`src/rtl/branch_ctrl.sv`:
```
// Branch/jump resolution controller: taken decision, PC redirect and wrong-path flush sequencing.
// Optional statistics counters are enabled by defining BRANCH_CTRL_STATS_EN.
module branch_ctrl #(
  parameter int unsigned FLUSH_CYCLES = 2,
  parameter int unsigned CNT_W        = 32
) (
  input  logic             clk,
  input  logic             rst_n,
  input  logic             br_valid,
  input  logic             jmp_valid,
  input  logic [2:0]       br_funct3,
  input  logic             stall,
  input  logic             BrEq,
  input  logic             BrLt,
  output logic             BrUn,
  output logic             pc_sel,
  output logic             flush,
  output logic             busy,
  output logic             illegal
`ifdef BRANCH_CTRL_STATS_EN
  ,
  output logic [CNT_W-1:0] br_cnt,
  output logic [CNT_W-1:0] taken_cnt
`endif
);

  localparam int unsigned FlushCntW = 3;

  typedef enum logic {
    StIdle  = 1'b0,
    StFlush = 1'b1
  } stateT;

  stateT                state;
  stateT                stateNext;
  logic [FlushCntW-1:0] flushCnt;
  logic [FlushCntW-1:0] flushCntNext;
  logic                 brTaken;
  logic                 resolve;
  logic                 taken;
  logic                 illegalNext;

  assign BrUn = br_funct3[1];

  // Branch condition decode; reserved encodings fall through as not-taken.
  always_comb begin
    brTaken = 1'b0;
    case (br_funct3)
      3'b000:  brTaken = BrEq;
      3'b001:  brTaken = !BrEq;
      3'b100:  brTaken = BrLt;
      3'b101:  brTaken = !BrLt;
      3'b110:  brTaken = BrLt;
      3'b111:  brTaken = !BrLt;
      default: brTaken = 1'b0;
    endcase
  end

  // Next-state, redirect and flush counter control.
  always_comb begin
    stateNext    = state;
    flushCntNext = flushCnt;
    resolve      = 1'b0;
    taken        = 1'b0;
    pc_sel       = 1'b0;
    illegalNext  = 1'b0;
    case (state)
      StIdle: begin
        if (rst_n && !stall && (br_valid || jmp_valid)) begin
          resolve     = 1'b1;
          taken       = jmp_valid || brTaken;
          pc_sel      = taken;
          illegalNext = !jmp_valid && (br_funct3[2:1] == 2'b01);
          if (taken) begin
            stateNext    = StFlush;
            flushCntNext = FlushCntW'(FLUSH_CYCLES);
          end
        end
      end
      StFlush: begin
        // Wrong-path instructions are ignored; only unstalled cycles count down.
        if (!stall) begin
          if (flushCnt <= FlushCntW'(1)) begin
            stateNext    = StIdle;
            flushCntNext = '0;
          end else begin
            flushCntNext = flushCnt - FlushCntW'(1);
          end
        end
      end
      default: begin
        stateNext    = StIdle;
        flushCntNext = '0;
      end
    endcase
  end

  always_ff @(posedge clk) begin
    if (!rst_n) begin
      state    <= StIdle;
      flushCnt <= '0;
      flush    <= 1'b0;
      busy     <= 1'b0;
      illegal  <= 1'b0;
    end else begin
      state    <= stateNext;
      flushCnt <= flushCntNext;
      flush    <= (stateNext == StFlush);
      busy     <= (stateNext == StFlush);
      illegal  <= illegalNext;
    end
  end

`ifdef BRANCH_CTRL_STATS_EN
  // Resolution statistics, wrapping at the counter width.
  always_ff @(posedge clk) begin
    if (!rst_n) begin
      br_cnt    <= '0;
      taken_cnt <= '0;
    end else begin
      if (resolve) br_cnt <= br_cnt + CNT_W'(1);
      if (taken)   taken_cnt <= taken_cnt + CNT_W'(1);
    end
  end
`endif

endmodule

```
`config.mk`:
```
export PLATFORM = sky130hd
export DESIGN_NAME = branch_ctrl
export DESIGN_NICKNAME = d
export VERILOG_FILES = /design/src/rtl/branch_ctrl.sv
export SDC_FILE = /design/constraint.sdc
export NUM_CORES = 1
export LEC_CHECK = 0
export BUFFER_PORTS_ARGS = -buffer_cell sky130_fd_sc_hd__buf_2
export CORE_AREA = 4 4 41 43
export CTS_CLUSTER_DIAMETER = 30
export CTS_CLUSTER_SIZE = 16
export DETAILED_ROUTE_END_ITERATION = 10
export DIE_AREA = 0 0 45 47
export PLACE_DENSITY = 0.51
export SYNTH_ARGS = -nofsm -noshare
export SYNTH_HDL_FRONTEND = slang
export SYNTH_SLANG_ARGS = --single-unit
```
`constraint.sdc`:
```
create_clock -name clk -period 1.25 [get_ports clk]
set_input_delay 0.0625 -clock clk [delete_from_list [all_inputs] [get_ports clk]]
set_output_delay 0.0625 -clock clk [all_outputs]
set_load 0.01 [all_outputs]
```
# --- Word level (Yosys, flattened, before mapping) ---
# Index checks and enable logic that the tools add are counted.
classes:
  order_cmp: 1
  add_sub_neg: 1
  bitwise: 3
  eq_ne: 9
  mux: 13
  n_reduce_logical: 14
op_table:
  columns: ["cell", "count"]
  rows:
  - ["3-bit equality test (second input constant)", 4]
  - ["3-bit two-way mux", 4]
  - ["1-bit two-way mux", 6]
  - ["2-bit inequality test (second input constant)", 3]
  - ["3-bit case mux with 2 select lines", 1]
  - ["1-bit zero test", 4]
  - ["1-bit case mux with 4 select lines", 1]
  - ["2-bit OR reduction", 2]
  - ["3-bit by 1-bit equality test with 1-bit output (second input constant)", 1]
  - ["3-bit by 1-bit less-or-equal comparator with 1-bit output (second input constant)", 1]
  - ["1-bit logical AND", 3]
  - ["3-bit zero test", 1]
  - ["1-bit inverter", 3]
  - ["3-bit AND reduction", 1]
  - ["3-bit OR reduction", 1]
  - ["3-bit by 1-bit subtractor with 3-bit output (second input constant)", 1]
  - ["2-bit by 1-bit equality test with 1-bit output (second input constant)", 1]
  - ["1-bit logical OR", 2]
  - ["1-bit case mux with 2 select lines", 1]
word_totals:
  word_cells: 44
  regBits: 5
  out_inout_bits: 5

# --- Depth between registers and ports, before layout ---
# Gate-level depths: netlist (run 1).
depth:
  word_depth: 7
  depth_mapped: 5

# --- Worst setup path before layout (run 1) ---
# Ideal clock, no wire load.
synth_path:
  kind: "flip-flop to flip-flop"
  start: "register state"
  end: "register flushCnt[1]"
  arrival_ns: 1.304
  setup_ns: 0.079
  period_less_slack_ns: 1.383
  path_slack_ns: -0.133
  required_time_ns: 1.171
  stages_incl_launch_ff: 4
  n_path_buf: 0
  path_cell_list: "dfxtp_1 or4_4 o21a_1 a211oi_2"
synth_between:
  elab_chain_len: 3
  word_cells_on_any_way: 6
  classes_between: "eq/ne: 3; mux: 1; bitwise: 1; reduce/logical: 1"
synth_lines:
  columns: ["element", "line", "text"]
  rows:
  - ["from (decl)", "34", "stateT state;"]
  - ["from (signal assigned)", "100", "state <= StIdle;"]
  - ["from (signal assigned)", "106", "state <= stateNext;"]
  - ["1-bit inverter", null, null]
  - ["2-bit inequality test (no source line)", null, null]
  - ["3-bit AND reduction (no source line)", null, null]
  - ["to (signal assigned)", "107", "flushCnt <= flushCntNext;"]
  - ["to (decl)", "36", "logic [FlushCntW-1:0] flushCnt;"]
# Parallel ways exist; a longest one is shown, timed or not.
# A chain may end at the register's enable or synchronous reset.

# --- Worst setup path in the final report (run 1) ---
layout_path:
  start: "register state"
  end: "output pc_sel"
layout_between:
  elab_chain_len: 1
layout_lines:
  columns: ["element", "line", "text"]
  rows:
  - ["1-bit two-way mux", "67", "case (state)"]
  - ["to (decl)", "16", "output logic pc_sel,"]
# No other way between the ends.

==> impl_metrics.ini, run 1 <==
[status]
outcome = finished, violations left
violations = setup timing

[worst_setup_path]
cp-start-kind = flip-flop
endpoint_kind = output pin
crit_start = state
crit_fanout = 5
worstSetupPathType = reg2out
rr_startpoint = state
r2r_slack_ns = -0.14
required_ns = 1.19
reg2reg_to = state
arrival_ns = 1.38
r2r_cells = 5

[layout]
n_antenna_cell = 0
fillCellCount = 145
drive_above_1_share_pct = 47.5
layout.nets = 72
fin_util_pct = 37.4
syn_to_final_growth_pct = 50.2

[logic_synthesis]
synth-simple-area-share_pct = 21.2
yosysWarnings = 0
postSynthCellCount = 37
syn_nets = 49
synth_top_family_by_area = compound AO/OA/AOI/OAI gates
synth_fa_ha_area_share_pct = 7.72
synth_mux_area_share_pct = 0
synth-seq-area-share_pct = 30.9
avgSynthCellArea_um2 = 8.76
synth_cell_types = 21
synth_compound_area_share_pct = 25.5
post_synth_instance_area_um2 = 324
synthXorXnorAreaFrac_pct = 5.41
ys_ff_latch = 5

[floorplan]
ios = 15
initial_utilization_pct = 24.9
dieArea_um2 = 2120
core-area_um2 = 1300
die_w_um = 45
dieHeight_um = 47
num_rows = 13

[route]
route.detailed.drc = 0
wirelength_um = 744
detail-route-antenna-nets = 0
drt_iter0_markers = 4
num_vias = 330
viasPerCell = 4.46
first_pass_iters = 2
wl_per_cell_um = 10.1

[timing]
fmax_mhz = 693
min_period_ns = 1.44
fin_crit_sh_pct = 115
maxSlewViolCount = 0
fin_skew_ns = 0.000792
whs_ns = 0.0243
worstMarginPinSlew_ns = 0.243
rsz0062_at_grt = true
maxSlewHeadroom_pct = 83.6
setup_slack_ns = -0.193
setup-violations-final = 6
setup_tns_ns = -0.514
hold_violations = 0

[place]
gp_congestion = 0.685
port_buffers = 14
dpl.hpwl_um = 588

[clock_tree]
clk_pin_slew_ns = 0.04
cts_hold_buf = 0
cts_max_path_buffers = 2
clk_latency_ns = 0.24
cts_tree = built
cts_buffers = 3
numClockSinks = 5
cts_root_buf = clkbuf_4
cts.htree.levels = 1

[global_routing]
antenna_found_initial = 0
first_global_vias = 335
grt_max_degree = 6
grt_pass1_wl_mm = 1.25
gr-total-overflow = 0
grt_usage_pct = 8.60

[worst_hold_path]
worstHoldStart = br_funct3[2]
holdPathStages = 2
worstHoldEndpoint = illegal
hp-class = in2reg

[power_and_ir_drop]
p_per_area_nw_per_um2 = 938
p_leak_nw = 0.214
total_power_w = 0.000456
peakVddDrop_uv = 312

[job]
drv_cap = 0
## through the flow
stage               setup slack, ns  instance area (um^2)  instances
finish                       -0.193                   487         74
global route                 -0.238                   487         74
CTS                          -0.188                   479         73
detailed placement          -0.0631                   434         68
global placement            -0.0455                   434         68
floorplan                   -0.0506                   330         37
## metal layers
layer  track usage (%)  wire length (um)  vias up  share of wire [%]
li1                  -                 -      175                  -
met1              10.7               342      138                 46
met2              11.6               333       15                 45
met3              2.30                49        2                6.6
met4              8.77                19        0                2.6
met5                 0                 0        -                  0
## cells in the mapped netlist
library cell,count,area (um^2)
xor2_1,2,17.5
inv_2,1,3.75
a31oi_1,1,6.26
o211ai_1,2,15.0
nand3_1,1,5.00
o21bai_1,1,7.51
or4_4,1,11.3
a211oi_2,1,12.5
nand3b_1,1,7.51
nand4b_1,1,8.76
a221oi_1,1,8.76
buf_4,2,15.0
a21oi_1,2,10.0
ha_1,2,25.0
dfxtp_1,5,100
nor2_1,4,15.0
nor2b_1,1,6.26
o21a_1,3,22.5
inv_1,3,11.3
nand2b_1,1,6.26
nor4b_1,1,8.76
## worst max path at each step
stage	cells after the start	end	slack [ns]
after floorplan	3	flushCnt[1]	-0.05
after global routing	3	pc_sel	-0.24
after CTS	3	pc_sel	-0.19
final	3	pc_sel	-0.19
after detailed placement	3	flushCnt[1]	-0.06
after global placement	3	flushCnt[1]	-0.05
## cells in the final DEF, fill, tap and decap left out, drive strengths merged
cell type and instances:
a31oi 1, nand3b 1, buf 20, o211ai 2, nor2b 1, xor2 2
o21a 3, nand4b 1, inv 4, nor2 4, a211oi 1, clkbuf 4
nor4b 1, a21oi 2, nand2b 1, nand3 1, ha 2, a221oi 1
or4 1, dfxtp 5, o21bai 1
## final cells by class
type	instances	area, um^2	share of cell area, %
multi-input combinational	26	201	41.4
timing repair buffer	20	121	24.9
sequential	5	104	21.3
clock buffer	4	26.3	5.40
tap	15	18.8	3.86
inverter	4	15.0	3.08
## worst max-delay path: stages, from the launching register on
cell and delay, ns:
dfxtp_4 0.34, or4_4 0.56, nor2_4 0.14, buf_6 0.11
## power breakdown
part           total (W)  internal, W  switching [W]
Clock           0.000184     0.000121      0.0000635
Sequential      0.000167     0.000164     0.00000281
Combinational   0.000105    0.0000560      0.0000491
Total           0.000456     0.000341       0.000115
## cell families after synthesis
kind of cell,after synthesis
flip-flops,5
adder cells (fa/ha/maj),2
AND/OR/NAND/NOR,11
buffers and inverters,6
AO/OA/AOI/OAI,11
XOR/XNOR,2
## sequential cells by signal, summed over array words and instances, names as in the netlist
register  count
flushCnt      3
illegal       1
state         1
## timing repair
| item | 4_1_cts | 5_1_grt |
|---|---|---|
| resized for setup | 2 | 0 |
| endpoints found under the setup margin | 4 | 6 |
| pin swaps | 7 | 5 |
| setup buffers | 1 | 1 |
Power figures use the tool's default switching activity.
==> inputs of run 2 (changes only) <==
--- a/config.mk
+++ b/config.mk
@@ -6,12 +6,13 @@
 export NUM_CORES = 1
 export LEC_CHECK = 0
 export BUFFER_PORTS_ARGS = -buffer_cell sky130_fd_sc_hd__buf_2
-export CORE_AREA = 4 4 41 43
+export CORE_AREA = 3 3 40 42
 export CTS_CLUSTER_DIAMETER = 30
 export CTS_CLUSTER_SIZE = 16
 export DETAILED_ROUTE_END_ITERATION = 10
-export DIE_AREA = 0 0 45 47
+export DIE_AREA = 0 0 43 45
 export PLACE_DENSITY = 0.51
+export SETUP_SLACK_MARGIN = 0.3
 export SYNTH_ARGS = -nofsm -noshare
 export SYNTH_HDL_FRONTEND = slang
 export SYNTH_SLANG_ARGS = --single-unit
==> run 2 against run 1 <==
  * The flow still finishes with violations (setup timing)
  * Register-to-register slack improved by 0.09 ns
  * Sequential share of layout area fell by 0.85 points
  * Critical endpoint unchanged
  * Largest cell class unchanged
  * Count of clock-buffer cells in the layout did not move
==> impl_metrics.ini, run 2 (synthesis results as in run 1) <==
[status]
outcome = finished, violations left
violations = setup timing

[layout]
final_cells = 76
drive_above_1_share_pct = 52.5
layout.nets = 74
top_regs = flushCnt (3), illegal (1), state (1)
regMostFlops = flushCnt
layout_common_cells = buf_2 (13), buf_4 (7)
n_antenna_cell = 0
syn_to_final_growth_pct = 58.3
largest_register_ffs = 3
fillCellCount = 129
final_common_cell = buf_2

[floorplan]
num_rows = 13
dieArea_um2 = 1940
ios = 15
initial_utilization_pct = 25.2
die_w_um = 43
core-area_um2 = 1280
dieHeight_um = 45

[route]
viasPerCell = 4.53
wirelength_um = 752
num_vias = 344
first_pass_iters = 4
wl_per_cell_um = 9.89
route.detailed.drc = 0
detail-route-antenna-nets = 0
drt_iter0_markers = 6

[timing]
hold_violations = 0
worstMarginPinSlew_ns = 0.252
maxSlewHeadroom_pct = 83.2
whs_ns = 0.0154
fin_skew_ns = 0.00346
setup-violations-final = 4
setup_slack_ns = -0.0756
min_period_ns = 1.33
fmax_mhz = 754
fin_crit_sh_pct = 106
maxSlewViolCount = 0
rsz0062_at_grt = true
setup_tns_ns = -0.137

[worst_setup_path]
endpoint_kind = output pin
cp-start-kind = flip-flop
rr_startpoint = state
crit_family = simple AND/OR/NAND/NOR gates
crit_chain = or4_4 > nor2_4 > buf_6
crit_fanout = 5
cp_slowest_cell = or4_4
worstSetupPathType = reg2out
slowest_delay_ns = 0.46
required_ns = 1.19
worst-path-buf-inv = 1
crit_start = state
r2r_slack_ns = -0.05
arrival_ns = 1.26

[power_and_ir_drop]
total_power_w = 0.000468
p_per_area_nw_per_um2 = 913
p_leak_nw = 0.226
peakVddDrop_uv = 329

[clock_tree]
numClockSinks = 5
clk_pin_slew_ns = 0.05
cts_hold_buf = 0
cts_tree = built
cts.htree.levels = 1
cts_max_path_buffers = 2
cts_root_buf = clkbuf_4
cts_buffers = 3
clk_latency_ns = 0.24

[global_routing]
grt_max_degree = 6
grt_usage_pct = 10.0
antenna_found_initial = 0
gr-total-overflow = 0
grt_pass1_wl_mm = 1.33
first_global_vias = 331

[place]
dpl.hpwl_um = 579
placedCellCount = 68
gp_congestion = 0.654
port_buffers = 14

[job]
drv_cap = 0

[worst_hold_path]
hp-class = in2reg
worstHoldStart = br_funct3[2]
## run 2: final cells by class
class	instances	area (um^2)	area share (%)
timing repair buffer	22	140	27.3
multi-input combinational	26	208	40.5
sequential	5	105	20.5
clock buffer	4	26.3	5.12
tap	15	18.8	3.66
inverter	4	15.0	2.93
## run 2: path summary, 6_finish.rpt
kind | end | cells after the start
worst min-delay path | illegal | 2
worst min register to register | flushCnt[0] | 2
worst max register to register | flushCnt[2] | 4
worst max-delay path | pc_sel | 3
## run 2: metrics by stage
step	instance area (um^2)	util, %	setup slack, ns
2_1_floorplan	330	-	-0.0506
3_3_place_gp	434	33.8	-0.0447
3_5_place_dp	434	33.8	-0.0570
4_1_cts	513	39.9	-0.0783
5_1_grt	513	39.9	-0.125
6_report	513	39.9	-0.0756
## run 2: timing repair
action                                  CTS  global route
pin swaps                                 4             1
setup buffers                             4             0
gates resized for setup                   5             0
endpoints found under the setup margin    6             6
## run 2: metal layers
layer	up-vias	GRT usage, %	wire length, um	share of wire (%)
met5	-	0	0	0
met4	0	10.8	31	4.1
met3	4	4.38	74	9.8
met2	13	13.2	320	43
met1	146	11.4	326	43
li1	181	-	-	-
## run 2: where the power goes
group / total, W / leakage, nW / switching [W] / internal [W]
clock network: 0.000189 / 0.0150 / 0.0000681 / 0.000121
logic: 0.000112 / 0.169 / 0.0000507 / 0.0000612
registers: 0.000167 / 0.0418 / 0.00000282 / 0.000165
